File: config.mk
export PLATFORM = sky130hd
export DESIGN_NAME = boot_loader_flat
export DESIGN_NICKNAME = d
export VERILOG_FILES = /design/src/rtl/boot_loader_if.sv /design/src/rtl/boot_loader.sv /design/src/flat_wrapper.sv
export SDC_FILE = /design/constraint.sdc
export NUM_CORES = 1
export LEC_CHECK = 0
export ABC_AREA = 1
export BUFFER_PORTS_ARGS = -buffer_cell sky130_fd_sc_hd__buf_2
export CORE_MARGIN = 1
export CORE_UTILIZATION = 40
export CTS_BUF_LIST = sky130_fd_sc_hd__clkbuf_4
export DETAILED_ROUTE_END_ITERATION = 16
export GPL_ROUTABILITY_DRIVEN = 0
export PLACE_DENSITY = 0.71
export SYNTH_ARGS = -nofsm -noshare
export SYNTH_HDL_FRONTEND = slang
export SYNTH_SLANG_ARGS = --single-unit
File: constraint.sdc
create_clock -name clk -period 1.55 [get_ports clk]
set_input_delay 0.155 -clock clk [delete_from_list [all_inputs] [get_ports clk]]
set_output_delay 0.155 -clock clk [all_outputs]
set_load 0.1 [all_outputs]
File: src/rtl/boot_loader_if.sv
// Image stream into the boot loader: valid/ready words with an end-of-image marker.
// The source drives valid/data/last; the loader drives ready.
interface boot_loader_if;
   logic        in_valid;
   logic [31:0] in_data;
   logic        in_last;
   logic        in_ready;

   modport master (
      output in_valid,
      output in_data,
      output in_last,
      input  in_ready
   );

   modport slave (
      input  in_valid,
      input  in_data,
      input  in_last,
      output in_ready
   );
endinterface

File: src/rtl/boot_loader.sv
// Streams a program image into main memory from address 0, then raises cpu_run; 1-cycle accept-to-write latency,
// in_ready is high only in LOAD. Optional `BOOT_CHECKSUM_EN: the last word is a checksum of the image, not written.
module boot_loader #(
   parameter int DEPTH     = 2048,
   parameter int CNT_WIDTH = 12
) (
   input  logic                 clk,
   input  logic                 rst,
   boot_loader_if.slave         in_s,
   input  logic                 reload,
   output logic [31:0]          mem_waddr,
   output logic [31:0]          mem_wdata,
   output logic                 mem_wen,
   output logic                 cpu_run,
   output logic [CNT_WIDTH-1:0] word_count,
   output logic                 error
);

   typedef enum logic [1:0] {
      S_LOAD,
      S_FLUSH,
      S_RUN,
      S_ERROR
   } state_t;

   state_t state_q;
   state_t state_d;
   logic   in_ready_q;
   logic   accept;
   logic   full;
   logic   wr_d;
   logic   cnt_clr;

`ifdef BOOT_CHECKSUM_EN
   logic [31:0] sum_q;
`endif

   assign in_s.in_ready = in_ready_q;
   assign accept        = in_s.in_valid & in_ready_q;
   assign full          = (word_count == CNT_WIDTH'(DEPTH));
   assign cpu_run       = (state_q == S_RUN);
   assign error         = (state_q == S_ERROR);

   always_comb begin
      state_d = state_q;
      wr_d    = 1'b0;
      cnt_clr = 1'b0;
      case (state_q)
         S_LOAD: begin
            if (accept) begin
`ifdef BOOT_CHECKSUM_EN
               // The checksum word is compared, never stored, so it cannot overflow memory.
               if (in_s.in_last) begin
                  state_d = (in_s.in_data == sum_q) ? S_FLUSH : S_ERROR;
               end else if (full) begin
                  state_d = S_ERROR;
               end else begin
                  wr_d = 1'b1;
               end
`else
               if (full) begin
                  state_d = S_ERROR;
               end else begin
                  wr_d = 1'b1;
                  if (in_s.in_last) begin
                     state_d = S_FLUSH;
                  end
               end
`endif
            end
         end
         S_FLUSH: begin
            state_d = S_RUN;
         end
         S_RUN, S_ERROR: begin
            if (reload) begin
               state_d = S_LOAD;
               cnt_clr = 1'b1;
            end
         end
         default: begin
            state_d = S_LOAD;
         end
      endcase
   end

   always_ff @(posedge clk or negedge rst) begin
      if (!rst) begin
         state_q <= S_LOAD;
      end else begin
         state_q <= state_d;
      end
   end

   // Registered ready keeps it low for the first cycle out of reset.
   always_ff @(posedge clk or negedge rst) begin
      if (!rst) begin
         in_ready_q <= 1'b0;
         mem_wen    <= 1'b0;
         mem_waddr  <= '0;
         mem_wdata  <= '0;
         word_count <= '0;
      end else begin
         in_ready_q <= (state_d == S_LOAD);
         mem_wen    <= wr_d;
         if (wr_d) begin
            mem_waddr  <= 32'(word_count);
            mem_wdata  <= in_s.in_data;
            word_count <= word_count + CNT_WIDTH'(1);
         end else if (cnt_clr) begin
            word_count <= '0;
         end
      end
   end

`ifdef BOOT_CHECKSUM_EN
   always_ff @(posedge clk or negedge rst) begin
      if (!rst) begin
         sum_q <= '0;
      end else if (cnt_clr) begin
         sum_q <= '0;
      end else if (wr_d) begin
         sum_q <= sum_q + in_s.in_data;
      end
   end
`endif

endmodule

File: src/flat_wrapper.sv
// flat-port wrapper written by rule: the top's interface ports become plain ports
module boot_loader_flat 
#(
   parameter int DEPTH     = 2048,
   parameter int CNT_WIDTH = 12
)
  (clk, rst, reload, mem_waddr, mem_wdata, mem_wen, cpu_run, word_count, error, in_s_in_valid, in_s_in_data, in_s_in_last, in_s_in_ready);
  boot_loader_if in_s_i ();
  input  logic clk;
  input  logic rst;
  input  logic reload;
  output logic [31:0] mem_waddr;
  output logic [31:0] mem_wdata;
  output logic mem_wen;
  output logic cpu_run;
  output logic [CNT_WIDTH-1:0] word_count;
  output logic error;
  input wire logic [$bits(in_s_i.in_valid)-1:0] in_s_in_valid;
  input wire logic [$bits(in_s_i.in_data)-1:0] in_s_in_data;
  input wire logic [$bits(in_s_i.in_last)-1:0] in_s_in_last;
  output wire logic [$bits(in_s_i.in_ready)-1:0] in_s_in_ready;
  assign in_s_i.in_valid = in_s_in_valid;
  assign in_s_i.in_data = in_s_in_data;
  assign in_s_i.in_last = in_s_in_last;
  assign in_s_in_ready = in_s_i.in_ready;
  boot_loader #(.DEPTH(DEPTH), .CNT_WIDTH(CNT_WIDTH)) u_core (.clk(clk), .rst(rst), .in_s(in_s_i), .reload(reload), .mem_waddr(mem_waddr), .mem_wdata(mem_wdata), .mem_wen(mem_wen), .cpu_run(cpu_run), .word_count(word_count), .error(error));
endmodule
; Word-level counts from Yosys, hierarchy flattened
; Cells that the tools add are included.
; W data, S select, Z words.
[classes]
n_addsub = 1
n_eq_ne = 4
mux = 12
bitwise_logic = 1
reduce_logical = 4
[ops]
columns = operator, count
row1 = $mux W12, 2
row2 = $add A12 B1 Y12 const B, 1
row3 = $eq A12 B12 Y1 const B, 1
row4 = $mux W2, 4
row5 = $pmux W2 S3, 1
row6 = $mux W1, 5
row7 = $eq A2 B2 Y1 const B, 2
row8 = $logic_not A2 Y1, 2
row9 = $eq A2 B1 Y1 const B, 1
row10 = $reduce_bool A2 Y1, 1
row11 = $reduce_or A2 Y1, 1
row12 = $and A1 B1 Y1, 1
[totals]
register_bits = 60
out_inout_bits = 80
word_cells = 28

; Depth between registers and ports, before layout
[logic_depth]
word_depth = 5
ltp_mapped = 10

; Worst setup path before layout
; OpenSTA, ideal clock, no wires.
[synth_path]
path_type = register to register
start = register u_core.word_count[0]
end = register u_core.mem_wdata[0]
arrival_ns = 2.036
required_time_ns = 1.430
path_slack_ns = -0.606
path_stages_with_launch = 11
cell_sequence = dfrtp_1 -> inv_1 -> ha_1 -> nand2_2 -> nor2_4 -> nand3_4 -> nand2_4 -> buf_6 -> buf_6 -> nand2_1 -> nand2_1
[synth_between]
elab_chain_cells = 4
[synth_rtl]
columns = item, line
row1 = start: declaration, boot_loader.sv:15  ; output logic [CNT_WIDTH-1:0] word_count,
row2 = start signal: assignment, boot_loader.sv:109  ; word_count <= word_count + CNT_WIDTH'(1);
row3 = $eq A12 B12 Y1, boot_loader.sv:40  ; assign full = (word_count == CNT_WIDTH'(DEPTH));
row4 = $mux W1, boot_loader.sv:61  ; if (full) begin
row5 = $mux W1, boot_loader.sv:50  ; if (accept) begin
row6 = $mux W1, boot_loader.sv:48  ; case (state_q)
row7 = end signal: assignment, boot_loader.sv:108  ; mem_wdata <= in_s.in_data;
row8 = end: declaration, boot_loader.sv:12  ; output logic [31:0] mem_wdata,
; Every way passes these cells.
; A chain may end at the register's enable or synchronous reset.

; Worst setup path in the final report
[layout_path]
start = register u_core.word_count[1]
end = register u_core.mem_waddr[6]
[layout_between]
elab_chain_cells = 4
[layout_rtl]
columns = item, line
row1 = $eq A12 B12 Y1, boot_loader.sv:40
row2 = $mux W1, boot_loader.sv:61
row3 = $mux W1, boot_loader.sv:50
row4 = $mux W1, boot_loader.sv:48
row5 = end signal: assignment, boot_loader.sv:107  ; mem_waddr <= 32'(word_count);
row6 = end: declaration, boot_loader.sv:11  ; output logic [31:0] mem_waddr,
; Every way passes these cells.

==> results.yml <==
status:
  status: "complete, no violations"
yosys:
  ys_types: 23
  ys_seq_elements: 60
  synth_area_sq_um: 2830
  postSynthCellCount: 341
  ys_seq_area_share_pct: 53.1
  yosys_warnings: 0
  avgSynthCellArea_sq_um: 8.29
min_path:
  hp-start: "in_s_in_last"
  hp-class: "in -> reg"
  whs_endpoint: "u_core.state_q[0]"
  hold_depth: 5
worst_setup_path:
  critPathKind: "reg -> reg"
  reg2reg_to: "u_core.mem_waddr[6]"
  r2r-start: "u_core.word_count[1]"
  cp_top_family: "flip-flops"
  path_buf_inv: 2
  slowest_delay_ns: 0.50
  cp-end-kind: "register"
  rrSetupSlack_ns: 0.02
  slowest_stage: "dfrtp_4"
  worst-endpoint-arrival_ns: 1.81
  crit_required_ns: 1.83
  r2r_cells: 8
  crit_chain: "inv_4, ha_4, nand2_2, nor2_4, nand3_4, nand2_8, clkbuf_16, o21ai_0"
  critPathLaunchType: "register"
  worst-path-max-fanout: 23
clock_network:
  cts.root.buffer_cell: "clkbuf_4"
  cts_setup_buffers: 0
  cts_max_path_buffers: 2
  clock_latency_ns: 0.39
  clkSinkCount: 60
  cts_max_level: 3
  cts.clk_slew.worst_paths_ns: 0.11
  cts_inserted_buffers: 9
  cts_tree: "built"
final_layout:
  area_delta_synth_final_pct: 44.2
  layout.nets: 527
  num_antenna_cells: 0
  fin_area_sq_um: 4080
  fill_cells: 606
  drive_gt1_share_pct: 34.3
sta:
  setup_ws_ns: 0.0183
  rsz0062_at_grt: "true"
  fin_crit_sh_pct: 98.8
  hold_viol: 0
  skew_ns: 0.0126
  setup_viol: 0
  timing.fmax_ghz: 0.653
  drv_slew: 0
  period_minus_slack_ns: 1.53
routing:
  wl_microns: 7220
  dr.pass1.iters: 6
  drtIter0Drc: 150
  viasPerCell: 4.54
  wire_per_inst_microns: 12.3
  ant_nets: 0
  drc: 0
  vias: 2672
global_routing:
  antenna_found_initial: 0
  grt_pass1_vias: 2390
  gr-total-overflow: 0
  grt_max_degree: 61
  grt_pass1_wl_microns: 11100
  grt.total_usage_pct: 19.3
die:
  io_pins: 117
  die_h_microns: 86.0
  num_rows: 30
  die_x_microns: 86.0
  die_area_sq_um: 7400
  core-area_sq_um: 6790
  initial_core_util_pct: 41.6
place:
  io_buffers: 96
  dp_slack_ns: -0.0568
  place_area_sq_um: 3470
  place_hpwl_microns: 4450
job:
  maxCapViolations: 0
[worst min-delay path, stage by stage]
cell and delay, ns:
buf_2 0.08, nand2_1 0.04, nand2_1 0.05, inv_1 0.04
nand2_1 0.06
[sequential cells by signal, summed over array words and instances (netlist names)]
signal / flops
u_core.mem_wdata: 32
u_core.mem_waddr: 12
u_core.word_count: 12
u_core.state_q: 2
u_core.in_s.in_ready: 1
u_core.mem_wen: 1
[final cells by class]
| cell class | count | area [sq um] | area share, % |
|---|---|---|---|
| Clock buffer | 9 | 67.6 | 1.66 |
| Clock inverter | 6 | 104 | 2.55 |
| Inverter | 24 | 100 | 2.46 |
| Multi-Input combinational cell | 244 | 1110 | 27.2 |
| Sequential cell | 60 | 1530 | 37.5 |
| Tap cell | 96 | 120 | 2.95 |
| Timing Repair Buffer | 149 | 1050 | 25.7 |
[cell usage in the layout, fill, tap and decap left out, types with 3 or more instances in the layout]
cell type,count
nand4_1,11
clkbuf_4,11
buf_4,18
nand3_1,22
inv_2,3
o21ai_1,3
nor2_4,3
bufinv_16,3
dfrtp_2,9
nand2_2,8
nor2_1,7
conb_1,20
nand2_1,151
dlygate4sd3_1,33
o21ai_0,8
inv_1,18
buf_2,91
buf_12,3
dfrtp_1,47
dfrtp_4,4
[repair_timing]
item,CTS,global route
pin swaps,1,0
hold buffers,33,0
gates resized for setup,5,16
gates cloned,0,2
hold endpoints to repair,92,0
endpoints found under the setup margin,41,58
[how the worst max path moves through the flow]
| stage | startpoint | endpoint | slack [ns] | depth (start not counted) |
|---|---|---|---|---|
| detailed placement | u_core.word_count[1] | u_core.word_count[11] | -0.06 | 9 |
| global placement | u_core.word_count[1] | u_core.mem_wdata[6] | -0.04 | 9 |
| CTS | u_core.word_count[1] | u_core.mem_waddr[5] | -0.01 | 8 |
| floorplan | u_core.word_count[1] | u_core.mem_wdata[0] | -0.15 | 10 |
| global route | u_core.word_count[1] | u_core.mem_wdata[17] | -0.06 | 9 |
| finish | u_core.word_count[1] | u_core.mem_waddr[6] | 0.02 | 8 |
[logic make-up after synthesis]
group	after synthesis	share of synthesized area, %
adder cells (fa/ha/maj)	2	0.886
AO/OA/AOI/OAI	12	2.13
other	1	0.133
buffers and inverters	56	11.9
flip-flops	60	53.1
AND/OR/NAND/NOR	210	31.8
[through the flow]
| step | instances | hold slack, ns | utilization, % | setup TNS (ns) |
|---|---|---|---|---|
| after detailed placement | 538 | 0.193 | 51.0 | -1.28 |
| after global placement | 538 | 0.189 | 51.0 | -0.325 |
| final | 588 | 0.0648 | 60.0 | 0 |
| after CTS | 586 | 0.0464 | 58.5 | -0.0391 |
| after global routing | 588 | 0.0894 | 60.0 | -1.14 |
| after floorplan | 360 | -0.141 | - | -6.59 |
[cell usage after synthesis]
master     n  share of area (%)
inv_2      4               0.53
nand4_1   11                2.4
nand3_4    1               0.62
o21ai_0   12                2.1
buf_1      1               0.13
ha_1       2               0.89
buf_8      1               0.53
nand2_2    2               0.44
nor2_1     9                1.2
buf_4     23                6.1
buf_6      3                1.2
nand2_4    1               0.40
nand3_1   22                3.9
buf_2      4               0.71
conb_1     1               0.13
nor3_2     1               0.35
or2_2      2               0.44
dfrtp_1   60                 53
inv_1     20                2.7
nor2_2     1               0.22
nor3_1     1               0.18
nor2_4     2               0.80
nand2_1  157                 21
[layer usage]
| metal | GRT usage (%) | vias up | routed length (microns) |
|---|---|---|---|
| met1 | 24.6 | 1230 | 3120 |
| li1 | - | 1321 | - |
| met3 | 4.43 | 10 | 475 |
| met4 | 7.27 | 0 | 90 |
| met5 | 0 | - | 0 |
| met2 | 31.9 | 111 | 3540 |
Power is not shown: default switching activity piles up to over one toggle a cycle in this logic, so the estimate is an artifact.
